===== config.mk =====
export PLATFORM = sky130hd
export DESIGN_NAME = uart_fifo_bridge
export DESIGN_NICKNAME = d
export VERILOG_FILES = /design/src/rtl/uart_bridge_pkg.sv /design/src/rtl/sync_fifo.sv /design/src/rtl/uart_fifo_bridge.sv
export SDC_FILE = /design/constraint.sdc
export NUM_CORES = 1
export LEC_CHECK = 0
export BUFFER_PORTS_ARGS = -buffer_cell sky130_fd_sc_hd__buf_2
export CORE_MARGIN = 5
export CORE_UTILIZATION = 40
export DETAILED_ROUTE_END_ITERATION = 8
export GPL_ROUTABILITY_DRIVEN = 0
export PLACE_DENSITY_LB_ADDON = 0.25
export SKIP_CTS_REPAIR_TIMING = 1
export SYNTH_ARGS = -nofsm -noshare
export SYNTH_HDL_FRONTEND = slang
export SYNTH_HIERARCHICAL = 1
export SYNTH_SLANG_ARGS = --single-unit

===== constraint.sdc =====
create_clock -name sysclk -period 2.89 [get_ports sysclk]
set_input_delay 0.578 -clock sysclk [delete_from_list [all_inputs] [get_ports sysclk]]
set_output_delay 0.578 -clock sysclk [all_outputs]
set_load 0.02 [all_outputs]

===== src/rtl/uart_bridge_pkg.sv =====
`default_nettype none
// ============================================================================
// Module      : uart_bridge_pkg
// Description : Shared defaults and TX drain FSM encoding for uart_fifo_bridge.
// Revision    : 1.0 - initial release
// ============================================================================
package uart_bridge_pkg;

    localparam int DATA_W_DEF       = 8;
    localparam int DEPTH_LOG2_DEF   = 4;
    localparam int BUSY_TIMEOUT_DEF = 2047;

    // TX drain FSM, explicit 2-bit encoding
    typedef enum logic [1:0] {
        IDLE      = 2'd0,
        ISSUE     = 2'd1,
        WAIT_BUSY = 2'd2,
        WAIT_DONE = 2'd3
    } tx_state_t;

endpackage
`default_nettype wire


===== src/rtl/sync_fifo.sv =====
`default_nettype none
// ============================================================================
// Module      : sync_fifo
// Description : Single-clock show-ahead FIFO with occupancy count. A write
//               to a full FIFO is accepted only when a read pops in the
//               same cycle; a read of an empty FIFO is ignored.
// Revision    : 1.0 - initial release
// ============================================================================
module sync_fifo #(
    parameter int WIDTH      = 8,
    parameter int DEPTH_LOG2 = 4
) (
    input  logic                  clk,
    input  logic                  rst,
    input  logic                  i_wr_en,
    input  logic [WIDTH-1:0]      i_wr_data,
    input  logic                  i_rd_en,
    output logic [WIDTH-1:0]      o_rd_data,
    output logic [DEPTH_LOG2:0]   o_count
);

    localparam int                c_DEPTH = 1 << DEPTH_LOG2;
    localparam logic [DEPTH_LOG2:0] c_FULL = (DEPTH_LOG2+1)'(c_DEPTH);

    logic [WIDTH-1:0]      r_mem [c_DEPTH];
    logic [DEPTH_LOG2-1:0] r_wr_ptr;
    logic [DEPTH_LOG2-1:0] r_rd_ptr;
    logic [DEPTH_LOG2:0]   r_count;
    logic                  w_full;
    logic                  w_empty;
    logic                  w_rd_ok;
    logic                  w_wr_ok;

    assign w_full    = (r_count == c_FULL);
    assign w_empty   = (r_count == '0);
    assign w_rd_ok   = i_rd_en & ~w_empty;
    // a pop frees the slot in the same cycle, so full+pop still accepts the write
    assign w_wr_ok   = i_wr_en & (~w_full | w_rd_ok);
    assign o_rd_data = r_mem[r_rd_ptr];
    assign o_count   = r_count;

    // storage array: written on accepted pushes, no reset needed
    always_ff @(posedge clk) begin
        if (w_wr_ok) begin
            r_mem[r_wr_ptr] <= i_wr_data;
        end
    end

    // pointers and occupancy counter
    always_ff @(posedge clk) begin
        if (rst) begin
            r_wr_ptr <= '0;
            r_rd_ptr <= '0;
            r_count  <= '0;
        end else begin
            if (w_wr_ok) begin
                r_wr_ptr <= r_wr_ptr + DEPTH_LOG2'(1);
            end
            if (w_rd_ok) begin
                r_rd_ptr <= r_rd_ptr + DEPTH_LOG2'(1);
            end
            case ({w_wr_ok, w_rd_ok})
                2'b10:   r_count <= r_count + (DEPTH_LOG2+1)'(1);
                2'b01:   r_count <= r_count - (DEPTH_LOG2+1)'(1);
                default: r_count <= r_count;
            endcase
        end
    end

endmodule
`default_nettype wire


===== src/rtl/uart_fifo_bridge.sv =====
`default_nettype none
// ============================================================================
// Module      : uart_fifo_bridge
// Description : CPU <-> uart buffering stage. TX FIFO drained by a handshake
//               FSM (enable pulse, busy wait with re-issue timeout, done wait);
//               RX FIFO filled on each resynchronised uart rx strobe.
//               Optional build macro UART_RX_OVERRUN_EN enables the sticky
//               rx_overrun flag and the saturating rx_drop_count.
// Revision    : 1.0 - initial release
// ============================================================================
module uart_fifo_bridge
    import uart_bridge_pkg::*;
#(
    parameter int DEPTH_LOG2   = DEPTH_LOG2_DEF,
    parameter int DATA_W       = DATA_W_DEF,
    parameter int BUSY_TIMEOUT = BUSY_TIMEOUT_DEF
) (
    input  logic                  sysclk,
    input  logic                  reset,
    input  logic [DATA_W-1:0]     cpu_tx_data,
    input  logic                  cpu_tx_write,
    output logic                  cpu_tx_full,
    output logic [DATA_W-1:0]     cpu_rx_data,
    input  logic                  cpu_rx_read,
    output logic                  cpu_rx_empty,
    output logic [DEPTH_LOG2:0]   tx_fifo_count,
    output logic [DEPTH_LOG2:0]   rx_fifo_count,
    output logic [DATA_W-1:0]     uart_tx_data,
    output logic                  uart_tx_enable,
    input  logic                  uart_tx_status,
    input  logic [DATA_W-1:0]     uart_rx_data,
    input  logic                  uart_rx_status,
    output logic                  rx_overrun,
    output logic [7:0]            rx_drop_count
);

    localparam int                  c_TIMER_W = $clog2(BUSY_TIMEOUT + 1);
    localparam logic [c_TIMER_W-1:0] c_TIMEOUT_LAST = c_TIMER_W'(BUSY_TIMEOUT - 1);
    localparam logic [DEPTH_LOG2:0] c_FULL = (DEPTH_LOG2+1)'(1 << DEPTH_LOG2);

    // ------------------------------------------------------------------
    // Status resynchronisers (uart drives them from its baud clock)
    // ------------------------------------------------------------------
    logic r_tx_st_meta;
    logic r_tx_st_s;
    logic r_rx_st_meta;
    logic r_rx_st_s;
    logic r_rx_st_prev;
    logic w_rx_push;

    // two-flop synchronisers plus rx edge-detect history; tx idles high
    always_ff @(posedge sysclk) begin
        if (reset) begin
            r_tx_st_meta <= 1'b1;
            r_tx_st_s    <= 1'b1;
            r_rx_st_meta <= 1'b0;
            r_rx_st_s    <= 1'b0;
            r_rx_st_prev <= 1'b0;
        end else begin
            r_tx_st_meta <= uart_tx_status;
            r_tx_st_s    <= r_tx_st_meta;
            r_rx_st_meta <= uart_rx_status;
            r_rx_st_s    <= r_rx_st_meta;
            r_rx_st_prev <= r_rx_st_s;
        end
    end

    // rising edge only: one push per strobe however long the strobe lasts
    assign w_rx_push = r_rx_st_s & ~r_rx_st_prev;

    // ------------------------------------------------------------------
    // FIFOs
    // ------------------------------------------------------------------
    logic [DATA_W-1:0] w_tx_head;
    logic              w_tx_pop;
    logic              w_tx_empty;

    sync_fifo #(
        .WIDTH      (DATA_W),
        .DEPTH_LOG2 (DEPTH_LOG2)
    ) u_tx_fifo (
        .clk       (sysclk),
        .rst       (reset),
        .i_wr_en   (cpu_tx_write),
        .i_wr_data (cpu_tx_data),
        .i_rd_en   (w_tx_pop),
        .o_rd_data (w_tx_head),
        .o_count   (tx_fifo_count)
    );

    sync_fifo #(
        .WIDTH      (DATA_W),
        .DEPTH_LOG2 (DEPTH_LOG2)
    ) u_rx_fifo (
        .clk       (sysclk),
        .rst       (reset),
        .i_wr_en   (w_rx_push),
        .i_wr_data (uart_rx_data),
        .i_rd_en   (cpu_rx_read),
        .o_rd_data (cpu_rx_data),
        .o_count   (rx_fifo_count)
    );

    assign cpu_tx_full  = (tx_fifo_count == c_FULL);
    assign w_tx_empty   = (tx_fifo_count == '0);
    assign cpu_rx_empty = (rx_fifo_count == '0);

    // ------------------------------------------------------------------
    // TX drain FSM
    // ------------------------------------------------------------------
    tx_state_t              r_state;
    tx_state_t              w_state_nxt;
    logic [c_TIMER_W-1:0]   r_timer;
    logic [c_TIMER_W-1:0]   w_timer_nxt;
    logic [DATA_W-1:0]      r_tx_data;
    logic [DATA_W-1:0]      w_tx_data_nxt;
    logic                   w_tx_enable;

    // state, busy timer and the byte held on the uart data lines
    always_ff @(posedge sysclk) begin
        if (reset) begin
            r_state   <= IDLE;
            r_timer   <= '0;
            r_tx_data <= '0;
        end else begin
            r_state   <= w_state_nxt;
            r_timer   <= w_timer_nxt;
            r_tx_data <= w_tx_data_nxt;
        end
    end

    // next state: pop in IDLE, pulse in ISSUE, re-issue the same byte if busy never seen
    always_comb begin
        w_state_nxt   = r_state;
        w_timer_nxt   = r_timer;
        w_tx_data_nxt = r_tx_data;
        w_tx_pop      = 1'b0;
        w_tx_enable   = 1'b0;
        case (r_state)
            IDLE: begin
                if (!w_tx_empty) begin
                    w_tx_data_nxt = w_tx_head;
                    w_tx_pop      = 1'b1;
                    w_state_nxt   = ISSUE;
                end
            end
            ISSUE: begin
                w_tx_enable = 1'b1;
                w_timer_nxt = '0;
                w_state_nxt = WAIT_BUSY;
            end
            WAIT_BUSY: begin
                if (!r_tx_st_s) begin
                    w_state_nxt = WAIT_DONE;
                end else if (r_timer == c_TIMEOUT_LAST) begin
                    w_state_nxt = ISSUE;
                end else begin
                    w_timer_nxt = r_timer + c_TIMER_W'(1);
                end
            end
            WAIT_DONE: begin
                if (r_tx_st_s) begin
                    w_state_nxt = IDLE;
                end
            end
            default: begin
                w_state_nxt = IDLE;
            end
        endcase
    end

    assign uart_tx_enable = w_tx_enable;
    assign uart_tx_data   = r_tx_data;

    // ------------------------------------------------------------------
    // RX overrun reporting
    // ------------------------------------------------------------------
`ifdef UART_RX_OVERRUN_EN
    logic       w_rx_drop;
    logic       r_rx_overrun;
    logic [7:0] r_rx_drop_count;

    // a same-cycle CPU read makes room, so only an unmatched push into full drops
    assign w_rx_drop = w_rx_push & (rx_fifo_count == c_FULL) & ~cpu_rx_read;

    // sticky overrun flag and saturating drop counter
    always_ff @(posedge sysclk) begin
        if (reset) begin
            r_rx_overrun    <= 1'b0;
            r_rx_drop_count <= '0;
        end else if (w_rx_drop) begin
            r_rx_overrun <= 1'b1;
            if (r_rx_drop_count != 8'hFF) begin
                r_rx_drop_count <= r_rx_drop_count + 8'd1;
            end
        end
    end

    assign rx_overrun    = r_rx_overrun;
    assign rx_drop_count = r_rx_drop_count;
`else
    assign rx_overrun    = 1'b0;
    assign rx_drop_count = '0;
`endif

endmodule
`default_nettype wire

==> run metrics <==
Post-Route WL=24,840 um; first-pass GRT wire length=39,140 um; Pint=8.615 mW; ant diodes=0; CTS tree=done; register-to-register setup slack=0.14 ns; Crit. End Element=primary output; status=complete, no violations; H-tree depth=2; final worst setup slack=0.1041 ns; initial drt markers=340; Antenna Nets Post-Route=0; Slowest cell on crit path=mux4_2; Clock Latency Late Sink=0.51 ns; io pins=60; worst hold path class=in -> reg; clock group share of total power=33.8%; Setup crit end=cpu_rx_data[7]; #FFs+latches synth=316; Final setup viols=0; CP max FO=9; via count=6,786; Worst setup SP type=register; Crit path max-delay family=multiplexers; most numerous cell in the Yosys netlist=edfxtp_1; reg2reg path depth=10; Sw Ratio=27.61%; pin count of the biggest net entering global routing=33; Syn Inst Count=782; Max VDD drop=0.0004867 V; Initial Util=40.22%; pre-CTS setup slack=0.1280 ns; Die Ht=190.4 um; Rows=66; critical path class=reg -> out; final net count=906; post-synthesis area per instance=16.65 um^2; Logic pwr share=21.4%; Synth area leader=edfxtp_1; Reg clk slew, reported paths=0.06 ns; global-route usage over all layers=13.70%; Clock Skew=0.02218 ns; Pwr per Cell Area=792.4 nW/um^2; Crit path buffers/inverters=2; initial antenna violation count=0; top post-synthesis cells by area=edfxtp_1, mux4_2, dfxtp_1, a22oi_1, ha_1; synthesized area=13,020 um^2; P_leak=5.084 nW; Slew Limit Fails=0; P_sw=3.287 mW; Core Area=32,370 um^2; Root Buffer=clkbuf_16; Final period util=96.40%; Max clock buf depth=3; Final Hold Viols=0; total grt overflow=0; DP Area=13,930 um^2; Crit. path cell count=5; Critical Path Max Stage Delay=0.49 ns; DRC=0; worst slew pin tran=0.7876 ns; reg2reg start=u_tx_fifo/o_count[1]$_SDFFE_PP0P_; CP arrival=2.21 ns; number of synthesized flops with an enable pin=256; Seq/Total Area, Yosys=68.27%; proportion of layout cells with a drive suffix above 1=25.84%; vias per inst=5.095; sequential cell fraction of total power=44.8%; worst rel slew slack=47.30%; clock buffer count from CTS=35; area delta synth->final=15.37%; Yosys warning total=6; ys flop type=edfxtp_1; Die Area=36,250 um^2; post-synth top area share=59.05%; Unique masters post-synth=73; crit path cell chain=clkbuf_16 -> mux4_2 -> a22oi_1 -> nand2_1 -> buf_2; f_max=358.9 MHz; Layout Cell Area excl Fill=15,020 um^2; DRT Pass-1 Iters=4; RSZ-0062 raised after global routing=false; vias in the first global route=6,878; Max Cap Viol=0; CTS Sinks=316; Die Wd=190.4 um; data required time of the critical path=2.31 ns; Async SR Flop Fraction=0%; number of I/O port buffers=50; WL/cell=18.65 um; Worst R2R End=u_tx_fifo/o_count[4]$_SDFFE_PP0P_; commonest cells in the netlist=edfxtp_1, mux4_2, dfxtp_1; min Tclk post-route=2.786 ns; final HPWL from detailed placement=16,380 um
[layer usage]
layer / global-route usage (%) / vias up / routed length [um]
li1: - / 3224 / -
met1: 19.13 / 3395 / 11350
met2: 22.21 / 120 / 12010
met3: 2.270 / 47 / 841
met4: 4.227 / 0 / 643
met5: 0 / - / 0
[power by group through the flow]
stage	clock network [mW]	registers [mW]	logic [mW]
3_5_place_dp	0	5.42	2.54
5_1_grt	4.35	5.37	2.78
6_report	4.02	5.33	2.55
3_3_place_gp	0	5.42	2.53
2_1_floorplan	0	5.49	1.76
4_1_cts	4.15	5.33	2.55
[layout by cell type, fill, tap and decap left out, types with 4 or more instances in the layout]
master,instances
edfxtp_1,256
mux4_2,64
dfxtp_1,56
buf_2,50
nor2_1,49
clkbuf_16,36
a22oi_1,32
buf_4,27
nand2_1,26
inv_1,18
ha_1,17
nor2b_1,16
mux2i_1,15
and2_1,14
a21oi_1,11
nand2b_1,10
nor3_1,10
clkinv_2,10
xor2_1,10
or4_1,9
nand3_1,9
conb_1,9
clkinv_1,9
o211ai_1,8
o21a_1,6
o21ai_0,5
nand4b_1,5
clkbuf_1,5
nor3b_1,5
nand4_1,4
o31ai_1,4
and4_1,4
buf_12,4
[state kept, by name (all words and copies together), names as in the netlist, named ones only]
| register | count |
|---|---|
| r_rx_st_meta | 1 |
| r_rx_st_prev | 1 |
| r_rx_st_s | 1 |
| r_state | 2 |
| r_timer | 11 |
| r_tx_st_meta | 1 |
| r_tx_st_s | 1 |
| u_rx_fifo/o_count | 5 |
| u_rx_fifo/r_mem | 128 |
| u_rx_fifo/r_rd_ptr | 4 |
| u_rx_fifo/r_wr_ptr | 4 |
| u_tx_fifo/o_count | 5 |
| u_tx_fifo/r_mem | 128 |
| u_tx_fifo/r_rd_ptr | 4 |
| u_tx_fifo/r_wr_ptr | 4 |
| uart_tx_data | 8 |
[through the flow]
stage | power (mW) | setup TNS [ns] | hold slack [ns] | std cells | util, %
floorplan | 7.249 | 0 | 0.3895 | 790 | -
global placement | 7.948 | 0 | 0.3978 | 1267 | 43.04
detailed placement | 7.968 | 0 | 0.3977 | 1267 | 43.04
CTS | 12.03 | -0.1395 | 0.2457 | 1330 | 46.28
global route | 12.50 | 0 | 0.2546 | 1332 | 46.40
finish | 11.90 | 0 | 0.2655 | 1332 | 46.40
[layout make-up]
class	count	area, um^2
Clock buffer	40	894.6
Clock inverter	23	153.9
Fill cell	2838	17350
Inverter	20	81.33
Multi-Input combinational cell	408	3871
Sequential cell	316	8896
Tap cell	442	553.0
Timing Repair Buffer	83	569.3
[worst min-delay path by stage]
stage	start	end	cells past startpoint
after global routing	uart_tx_status	r_tx_st_meta$_SDFF_PP1_	2
after CTS	uart_tx_status	r_tx_st_meta$_SDFF_PP1_	2
final	uart_tx_status	r_tx_st_meta$_SDFF_PP1_	2
after detailed placement	r_tx_st_meta$_SDFF_PP1_	r_tx_st_s$_SDFF_PP1_	1
after floorplan	r_tx_st_meta$_SDFF_PP1_	r_tx_st_s$_SDFF_PP1_	1
after global placement	r_tx_st_meta$_SDFF_PP1_	r_tx_st_s$_SDFF_PP1_	1
[kinds of logic (layout without fill, tap and decap cells)]
| logic type | count (synthesis) | count (layout) | share of synthesized area [%] |
|---|---|---|---|
| DFF | 316 | 316 | 68.27 |
| buffers and inverters | 66 | 166 | 2.422 |
| and+or+nand+nor | 192 | 192 | 8.419 |
| AOI/OAI and AO/OA | 93 | 93 | 5.546 |
| muxes | 81 | 81 | 12.40 |
| other | 1 | 9 | 0.02880 |
| xor gates and xnor gates | 13 | 13 | 0.8746 |
| adders and majority gates | 20 | 20 | 2.038 |
Note: power is estimated with default switching activity, not from simulation.
